`src/rtl/gf180mcu_fd_sc_mcu7t5v0__rsn_sequencer.sv`:
```
// ============================================================================
// Module  : gf180mcu_fd_sc_mcu7t5v0__rsn_sequencer
// Brief   : Generates active-low RN/SETN controls for a set/reset flop bank.
// Revision: 1.0
// ============================================================================
`default_nettype none

module gf180mcu_fd_sc_mcu7t5v0__rsn_sequencer #(
    parameter int SYNC_STAGES  = 2,
    parameter int HOLD_CYCLES  = 4,
    parameter int PULSE_CYCLES = 2,
    parameter int GAP_CYCLES   = 1
) (
    input  logic i_clk,
    input  logic i_rst,
    input  logic i_clr_req,
    input  logic i_set_req,
    output logic o_rn,
    output logic o_setn,
    output logic o_busy,
    output logic o_ack
);

    localparam int c_MAX_A = (HOLD_CYCLES > PULSE_CYCLES) ? HOLD_CYCLES : PULSE_CYCLES;
    localparam int c_MAX   = (c_MAX_A > GAP_CYCLES) ? c_MAX_A : GAP_CYCLES;
    localparam int c_CNT_W = $clog2(c_MAX + 1);

    localparam logic [c_CNT_W-1:0] c_HOLD_LAST  = c_CNT_W'(HOLD_CYCLES - 1);
    localparam logic [c_CNT_W-1:0] c_PULSE_LAST = c_CNT_W'(PULSE_CYCLES - 1);
    localparam logic [c_CNT_W-1:0] c_GAP_LAST   = c_CNT_W'(GAP_CYCLES - 1);

    typedef enum logic [2:0] {
        S_HOLD = 3'd0,
        S_IDLE = 3'd1,
        S_CLR  = 3'd2,
        S_SET  = 3'd3,
        S_GAP  = 3'd4
    } state_t;

    state_t               r_state;
    state_t               w_state_nxt;
    logic [SYNC_STAGES-1:0] r_sync;
    logic [c_CNT_W-1:0]   r_cnt;
    logic [c_CNT_W-1:0]   w_cnt_nxt;
    logic                 r_pend_clr;
    logic                 r_pend_set;
    logic                 w_pend_clr_nxt;
    logic                 w_pend_set_nxt;
    logic                 w_pulse_end;
    logic                 w_released;
    logic                 w_want_clr;
    logic                 w_want_set;
    logic                 w_accept;
    logic                 r_rn;
    logic                 r_setn;
    logic                 r_ack;

    assign w_released = r_sync[SYNC_STAGES-1];
    assign w_want_clr = r_pend_clr | i_clr_req;
    assign w_want_set = r_pend_set | i_set_req;
    assign w_accept   = (r_state != S_HOLD);

    always_comb begin
        w_state_nxt = r_state;
        w_pulse_end = 1'b0;
        case (r_state)
            S_HOLD: begin
                if (w_released && (r_cnt == c_HOLD_LAST)) begin
                    w_state_nxt = S_IDLE;
                end
            end
            S_IDLE: begin
                if (w_want_clr) begin
                    w_state_nxt = S_CLR;
                end else if (w_want_set) begin
                    w_state_nxt = S_SET;
                end
            end
            S_CLR, S_SET: begin
                if (r_cnt == c_PULSE_LAST) begin
                    w_state_nxt = S_GAP;
                    w_pulse_end = 1'b1;
                end
            end
            S_GAP: begin
                // The last gap cycle dispatches directly so pulses can run back to back.
                if (r_cnt == c_GAP_LAST) begin
                    if (w_want_clr) begin
                        w_state_nxt = S_CLR;
                    end else if (w_want_set) begin
                        w_state_nxt = S_SET;
                    end else begin
                        w_state_nxt = S_IDLE;
                    end
                end
            end
            default: w_state_nxt = S_HOLD;
        endcase
    end

    always_comb begin
        w_cnt_nxt = r_cnt + c_CNT_W'(1);
        if ((w_state_nxt != r_state) || (r_state == S_IDLE) ||
            ((r_state == S_HOLD) && !w_released)) begin
            w_cnt_nxt = '0;
        end
        w_pend_clr_nxt = (r_pend_clr | (i_clr_req & w_accept)) &
                         ~((w_state_nxt == S_CLR) && (r_state != S_CLR));
        w_pend_set_nxt = (r_pend_set | (i_set_req & w_accept)) &
                         ~((w_state_nxt == S_SET) && (r_state != S_SET));
    end

    always_ff @(posedge i_clk or posedge i_rst) begin
        if (i_rst) begin
            r_state    <= S_HOLD;
            r_sync     <= '0;
            r_cnt      <= '0;
            r_pend_clr <= 1'b0;
            r_pend_set <= 1'b0;
            r_rn       <= 1'b0;
            r_setn     <= 1'b1;
            r_ack      <= 1'b0;
        end else begin
            r_state    <= w_state_nxt;
            r_sync     <= {r_sync[SYNC_STAGES-2:0], 1'b1};
            r_cnt      <= w_cnt_nxt;
            r_pend_clr <= w_pend_clr_nxt;
            r_pend_set <= w_pend_set_nxt;
            // Outputs are decoded from the next state so they are clean flop outputs.
            r_rn       <= !((w_state_nxt == S_HOLD) || (w_state_nxt == S_CLR));
            r_setn     <= (w_state_nxt != S_SET);
            r_ack      <= w_pulse_end;
        end
    end

    assign o_rn   = r_rn;
    assign o_setn = r_setn;
    assign o_ack  = r_ack;
    assign o_busy = (r_state != S_IDLE) | r_pend_clr | r_pend_set;

endmodule

`default_nettype wire

```
`config.mk`:
```
export PLATFORM = sky130hd
export DESIGN_NAME = gf180mcu_fd_sc_mcu7t5v0__rsn_sequencer
export DESIGN_NICKNAME = d
export VERILOG_FILES = /design/src/rtl/gf180mcu_fd_sc_mcu7t5v0__rsn_sequencer.sv
export SDC_FILE = /design/constraint.sdc
export NUM_CORES = 1
export LEC_CHECK = 0
export ABC_AREA = 1
export ABC_CLOCK_PERIOD_IN_PS = 3100
export BUFFER_PORTS_ARGS = -buffer_cell sky130_fd_sc_hd__buf_2
export CAP_MARGIN = 20
export CORE_AREA = 8 8 45 47
export DETAILED_ROUTE_END_ITERATION = 12
export DIE_AREA = 0 0 53 55
export PLACE_DENSITY = 0.72
export SYNTH_ARGS = -nofsm -noshare
export SYNTH_HDL_FRONTEND = slang
export SYNTH_SLANG_ARGS = --single-unit
export TNS_END_PERCENT = 1
```
`constraint.sdc`:
```
create_clock -name i_clk -period 3.1 [get_ports i_clk]
set_input_delay 0 -clock i_clk [delete_from_list [all_inputs] [get_ports i_clk]]
set_output_delay 0 -clock i_clk [all_outputs]
set_load 0.02 [all_outputs]
```
==> results of run 1 <==
## layer usage
metal / global-route usage [%] / wire, um
met2: 16.6 / 616
met5: 0 / 0
met3: 5.08 / 77
met4: 5.17 / 17
met1: 11.1 / 540
## cell families (layout without fill, tap and decap cells)
family | count (synthesis) | count (layout) | share of synthesized area (%)
other | 1 | 1 | 0.543
AOI/OAI and AO/OA | 4 | 4 | 3.62
and+or+nand+nor | 48 | 48 | 31.5
DFF | 13 | 13 | 47.3
adders and majority gates | 4 | 4 | 7.25
buffers and inverters | 18 | 30 | 9.78
## registers in the layout, summed over array words and instances, names as in the netlist
signal and cells:
o_ack 1, o_rn 1, o_setn 1, r_cnt 3, r_pend_clr 1, r_pend_set 1
r_state 3, r_sync 2
## report_power, final
| part | switching, mW | total [mW] | internal, mW |
|---|---|---|---|
| Clock | 0.0466 | 0.0963 | 0.0497 |
| Sequential | 0.0374 | 0.258 | 0.221 |
| Combinational | 0.186 | 0.285 | 0.0996 |
| Total | 0.270 | 0.640 | 0.370 |
## through the flow
| stage | cell area, um2 | util [%] | total power [mW] |
|---|---|---|---|
| floorplan | 691 | - | 0.476 |
| global placement | 746 | 53.9 | 0.542 |
| detailed placement | 746 | 53.9 | 0.548 |
| CTS | 782 | 56.5 | 0.647 |
| global route | 782 | 56.5 | 0.706 |
| finish | 782 | 56.5 | 0.640 |
## layout by cell type (no fill, tap or decap)
cell | synthesis | layout
nand3_1 | 8 | 8
inv_1 | 17 | 17
ha_1 | 4 | 4
dfrtp_1 | 12 | 12
buf_2 | 0 | 7
dlygate4sd3_1 | 0 | 1
a31o_2 | 1 | 1
a31oi_1 | 1 | 1
nor2_1 | 15 | 15
clkbuf_4 | 0 | 3
dfstp_2 | 1 | 1
o21ai_0 | 1 | 1
nand3_2 | 2 | 2
nand2_2 | 1 | 1
clkbuf_1 | 0 | 1
nor2_2 | 2 | 2
inv_2 | 1 | 1
nand2_1 | 18 | 18
a21oi_1 | 1 | 1
conb_1 | 1 | 1
nand3b_1 | 2 | 2
## cell type report
class                      instances  area, um2  share of cell area (%)
inverter                          18       67.6                    8.64
tap                               16       20.0                    2.56
timing repair buffer               8       45.0                    5.76
clock buffer                       4       26.3                    3.36
sequential                        13        327                    41.8
multi-input combinational         57        297                    37.9
## timing repair
item	4_1_cts	5_1_grt
gates resized for setup	0	0
setup endpoints to repair	0	0
endpoints found under the hold margin	12	0
hold buffers	1	0
## worst max-delay path, delay by kind of cell (launching register included)
family	cells	cell delay, ps
and+or+nand+nor	7	520
adders and majority gates	2	390
buffers and inverters	2	120
DFF	1	410
## how the worst min path moves through the flow
stage                          from  depth (start not counted)         end  slack [ps]
after floorplan               i_rst                          1       o_ack        -120
after global placement        i_rst                          2    r_cnt[1]          30
final                     i_set_req                          5  r_pend_set          80
after global routing      i_set_req                          5  r_pend_set         130
after detailed placement      i_rst                          2    r_cnt[0]          30
after CTS                 i_set_req                          5  r_pend_set          70
==> impl_metrics.ini, run 1 <==
[run_status]
run_status = finished, final reports clean

[floorplan]
rows = 14
dieWidth_um = 53
initial_core_util_pct = 49.9
fp.dieArea_mm2 = 0.00292
core_area_mm2 = 0.00138
die_h_um = 55
io_pins = 8

[placed_design]
place.detailed.hpwl_um = 1060
io_buffers = 7
pre_cts_slack_ps = 1580
gp_congestion = 0.915
dp.cells = 111

[route]
firstDrtPassIters = 4
routed_wl_um = 1250
first_iter_violations = 15
drc = 0
ant_nets = 0
wl_per_cell_um = 10.8
viasPerCell = 4.77
vias = 553

[logic_synthesis]
syn_avg_cell_area_um2 = 7.85
syn_nets = 96
synth_edf_count = 0
ys_seq_elements = 13
synth_top_area_share_pct = 43.5
post-synth-top-count-cell = nand2_1
synth_common_cells = nand2_1 (18), inv_1 (17), nor2_1 (15)
seq_area_frac_synth_pct = 47.3
synthArstFlopShare_pct = 100
synth_top_cell_by_area = dfrtp_1
yosys_most_used_dff = dfrtp_1
yosys_warnings = 0
syn_inst = 88
synth_area_leaders = dfrtp_1 (43%), nand2_1 (9.8%), inv_1 (9.2%), nor2_1 (8.2%), ha_1 (7.2%)
ys_types = 17
synthesis.area_um2 = 691

[layout]
layout-drive-gt1-share_pct = 18.0
area_growth_pct = 13.2
finalNonFillerCells = 116
nets = 109
antenna_cells = 0
num-fill-cells = 133

[global_routing]
grt.total_usage_pct = 10.3
grt_max_degree = 14
grt_pass1_wl_um = 2100
grt_pass1_vias = 506
grt_overflow = 0
antenna_found_initial = 0

[critical_path]
cp_slowest_cell = dfrtp_1
reg2reg_slack_ps = 1570
startpoint = r_cnt[0]
r2r_start = r_cnt[0]
cp-end-kind = register
crit_chain = ha_1, ha_1, nand2_1, inv_1, nand3_1, nand2_1, inv_1, nand2_2, nand2_1, nand3_2, nor2_1
arrival_ps = 1720
cp_common_cell = nand2_1
worstRegToRegCells = 11
r2r-end = r_cnt[1]
path_max_fanout = 4
worstSetupPathType = reg2reg
max_stage_delay_ps = 410
endpoint = r_cnt[1]
worstPathRequired_ps = 3290
cp-start-kind = register

[hold_path]
hp-class = in2reg

[timing]
period_share_pct = 49.2
period_needed_ps = 1530
final_max_slew_viol_count = 0
setup-tns-final_ps = 0
skew_ps = 6.39
hold_violations = 0
finalSetupViolCount = 0
rsz0062_at_grt = false
clock.fmax_mhz = 655
setup_slack_ps = 1570
hold_slack_ps = 80.5

[clock_network]
clock_path_buffers = 2
post_cts.repair.setup_buffers = 0
cts.htree.levels = 1
cts-buffers-inserted = 3
clock_latency_ps = 260
cts_root_buffer = clkbuf_4
clk_pin_slew_ps = 70
cts_tree = built
cts.sinks = 13

[power_and_ir_drop]
power_density_mw_per_mm2 = 818
p_leak_nw = 0.447
peakVddDrop_mv = 0.437

[run]
drv_cap = 0
Note: power is estimated with default switching activity, not from simulation.
==> run 2: changes to the inputs <==
--- a/config.mk
+++ b/config.mk
@@ -6,7 +6,7 @@
 export NUM_CORES = 1
 export LEC_CHECK = 0
 export ABC_AREA = 1
-export ABC_CLOCK_PERIOD_IN_PS = 3100
+export ABC_CLOCK_PERIOD_IN_PS = 1500
 export BUFFER_PORTS_ARGS = -buffer_cell sky130_fd_sc_hd__buf_2
 export CAP_MARGIN = 20
 export CORE_AREA = 8 8 45 47
==> constraint.sdc (replaced) <==
create_clock -name i_clk -period 1.5 [get_ports i_clk]
set_input_delay 0 -clock i_clk [delete_from_list [all_inputs] [get_ports i_clk]]
set_output_delay 0 -clock i_clk [all_outputs]
set_load 0.02 [all_outputs]
==> impl_metrics.ini, run 2 (synthesis results as in run 1) <==
[critical_path]
max_stage_delay_ps = 420
worstSetupPathType = reg2reg
worstRegToRegCells = 11
path_max_fanout = 4
cp.depth = 11
cp_top_family = simple AND/OR/NAND/NOR gates
cp_slowest_cell = dfrtp_1
reg2reg_slack_ps = 50
r2r-end = r_cnt[0]
cp-end-kind = register
crit_buf_inv = 2
crit_chain = ha_2, ha_2, nand2_1, inv_1, nand3_1, nand2_1, inv_2, nand2_4, nand2_2, nand3_2, nor2_1
arrival_ps = 1650
worstPathRequired_ps = 1710
startpoint = r_cnt[0]
cp-start-kind = register
r2r_start = r_cnt[0]

[floorplan]
rows = 14
dieWidth_um = 53
fp.dieArea_mm2 = 0.00292
die_h_um = 55
io_pins = 8
core_area_mm2 = 0.00138
initial_core_util_pct = 49.9

[layout]
mostFrequentLayoutCell = nand2_1
num-fill-cells = 135
area_growth_pct = 19.6
antenna_cells = 0
layout-drive-gt1-share_pct = 28.4
final_cell_mix = nand2_1 (17), inv_1 (15), nor2_1 (13)
top_regs = r_cnt x3, r_state x3, r_sync x2
nets = 111

[power_and_ir_drop]
power_density_mw_per_mm2 = 1720
switching_power_mw = 0.612
peakVddDrop_mv = 0.978
internal_power_mw = 0.808
combPwrFrac_pct = 47.2
pwr-share-clk_pct = 15.1
total_power_mw = 1.42
netSwitchingFraction_pct = 43.1
p_leak_nw = 0.454
power_frac_seq_pct = 37.7

[global_routing]
grt.total_usage_pct = 10.4
grt_max_degree = 14
antenna_found_initial = 0
grt_overflow = 0
grt_pass1_vias = 565
grt_pass1_wl_um = 2310

[run_status]
run_status = finished, final reports clean

[route]
vias = 579
routed_wl_um = 1360
drc = 0
firstDrtPassIters = 4
viasPerCell = 4.91
first_iter_violations = 19
ant_nets = 0
wl_per_cell_um = 11.5

[placed_design]
gp_congestion = 0.884
place.detailed.hpwl_um = 1050
io_buffers = 7
pre_cts_slack_ps = -0.611

[clock_network]
cts_root_buffer = clkbuf_4
cts-buffers-inserted = 3
cts.sinks = 13
cts_tree = built
clock_latency_ps = 270
clock_path_buffers = 2
cts.htree.levels = 1
clk_pin_slew_ps = 80
post_cts.repair.setup_buffers = 0

[timing]
skew_ps = 2.95
final_max_slew_viol_count = 0
hold_violations = 0
setup-tns-final_ps = 0
hold_slack_ps = 58.5
clock.fmax_mhz = 692
period_needed_ps = 1450
rsz0062_at_grt = true
setup_slack_ps = 54.0
period_share_pct = 96.4
finalSetupViolCount = 0

[hold_path]
holdPathStages = 5
hold_end = r_pend_set
hp-class = in2reg
hp-start = i_set_req

[run]
drv_cap = 0
[run 2: final cells by class]
type	count	area, um2	area share (%)
Timing Repair Buffer	10	60.1	7.27
Clock buffer	4	26.3	3.18
Tap cell	16	20.0	2.42
Inverter	18	67.6	8.18
Multi-Input combinational cell	57	325	39.4
Sequential cell	13	327	39.5
[run 2: stage by stage]
stage | area, um2 | cells | util, %
5_1_grt | 826 | 118 | 59.7
4_1_cts | 800 | 118 | 57.8
3_3_place_gp | 761 | 113 | 55.0
3_5_place_dp | 761 | 113 | 55.0
6_report | 826 | 118 | 59.7
2_1_floorplan | 691 | 88 | -
[run 2: repair_timing]
item | 4_1_cts | 5_1_grt
gates resized for setup | 2 | 9
hold buffers | 1 | 0
hold endpoints to repair | 12 | 0
pin swaps | 0 | 4
endpoints found under the setup margin | 3 | 6
[run 2: power groups by stage]
stage | Clock [mW] | Combinational [mW] | Sequential, mW
CTS | 0.222 | 0.629 | 0.531
detailed placement | 0 | 0.615 | 0.536
floorplan | 0 | 0.436 | 0.547
finish | 0.214 | 0.670 | 0.536
global route | 0.240 | 0.760 | 0.550
global placement | 0 | 0.603 | 0.533
[run 2: worst reg2reg max path: cells and delay by family, from the launching register on]
family	cells	cell delay [ps]
flip-flops	1	420
adder cells (fa/ha/maj)	2	340
buffers and inverters	2	120
AND/OR/NAND/NOR	7	490
[run 2: worst max path at each step]
stage                     to  slack (ps)
finish              r_cnt[0]          50
global route        r_cnt[0]         -50
CTS                 r_cnt[0]          20
detailed placement  r_cnt[0]        -0.6
global placement    r_cnt[0]          20
floorplan           r_cnt[0]         140
[run 2: layer usage]
metal | GRT usage [%] | share of wire [%] | vias up
li1 | - | - | 291
met1 | 12.9 | 45 | 271
met2 | 17.0 | 48 | 15
met3 | 2.94 | 6.1 | 2
met4 | 3.88 | 1.0 | 0
met5 | 0 | 0 | -
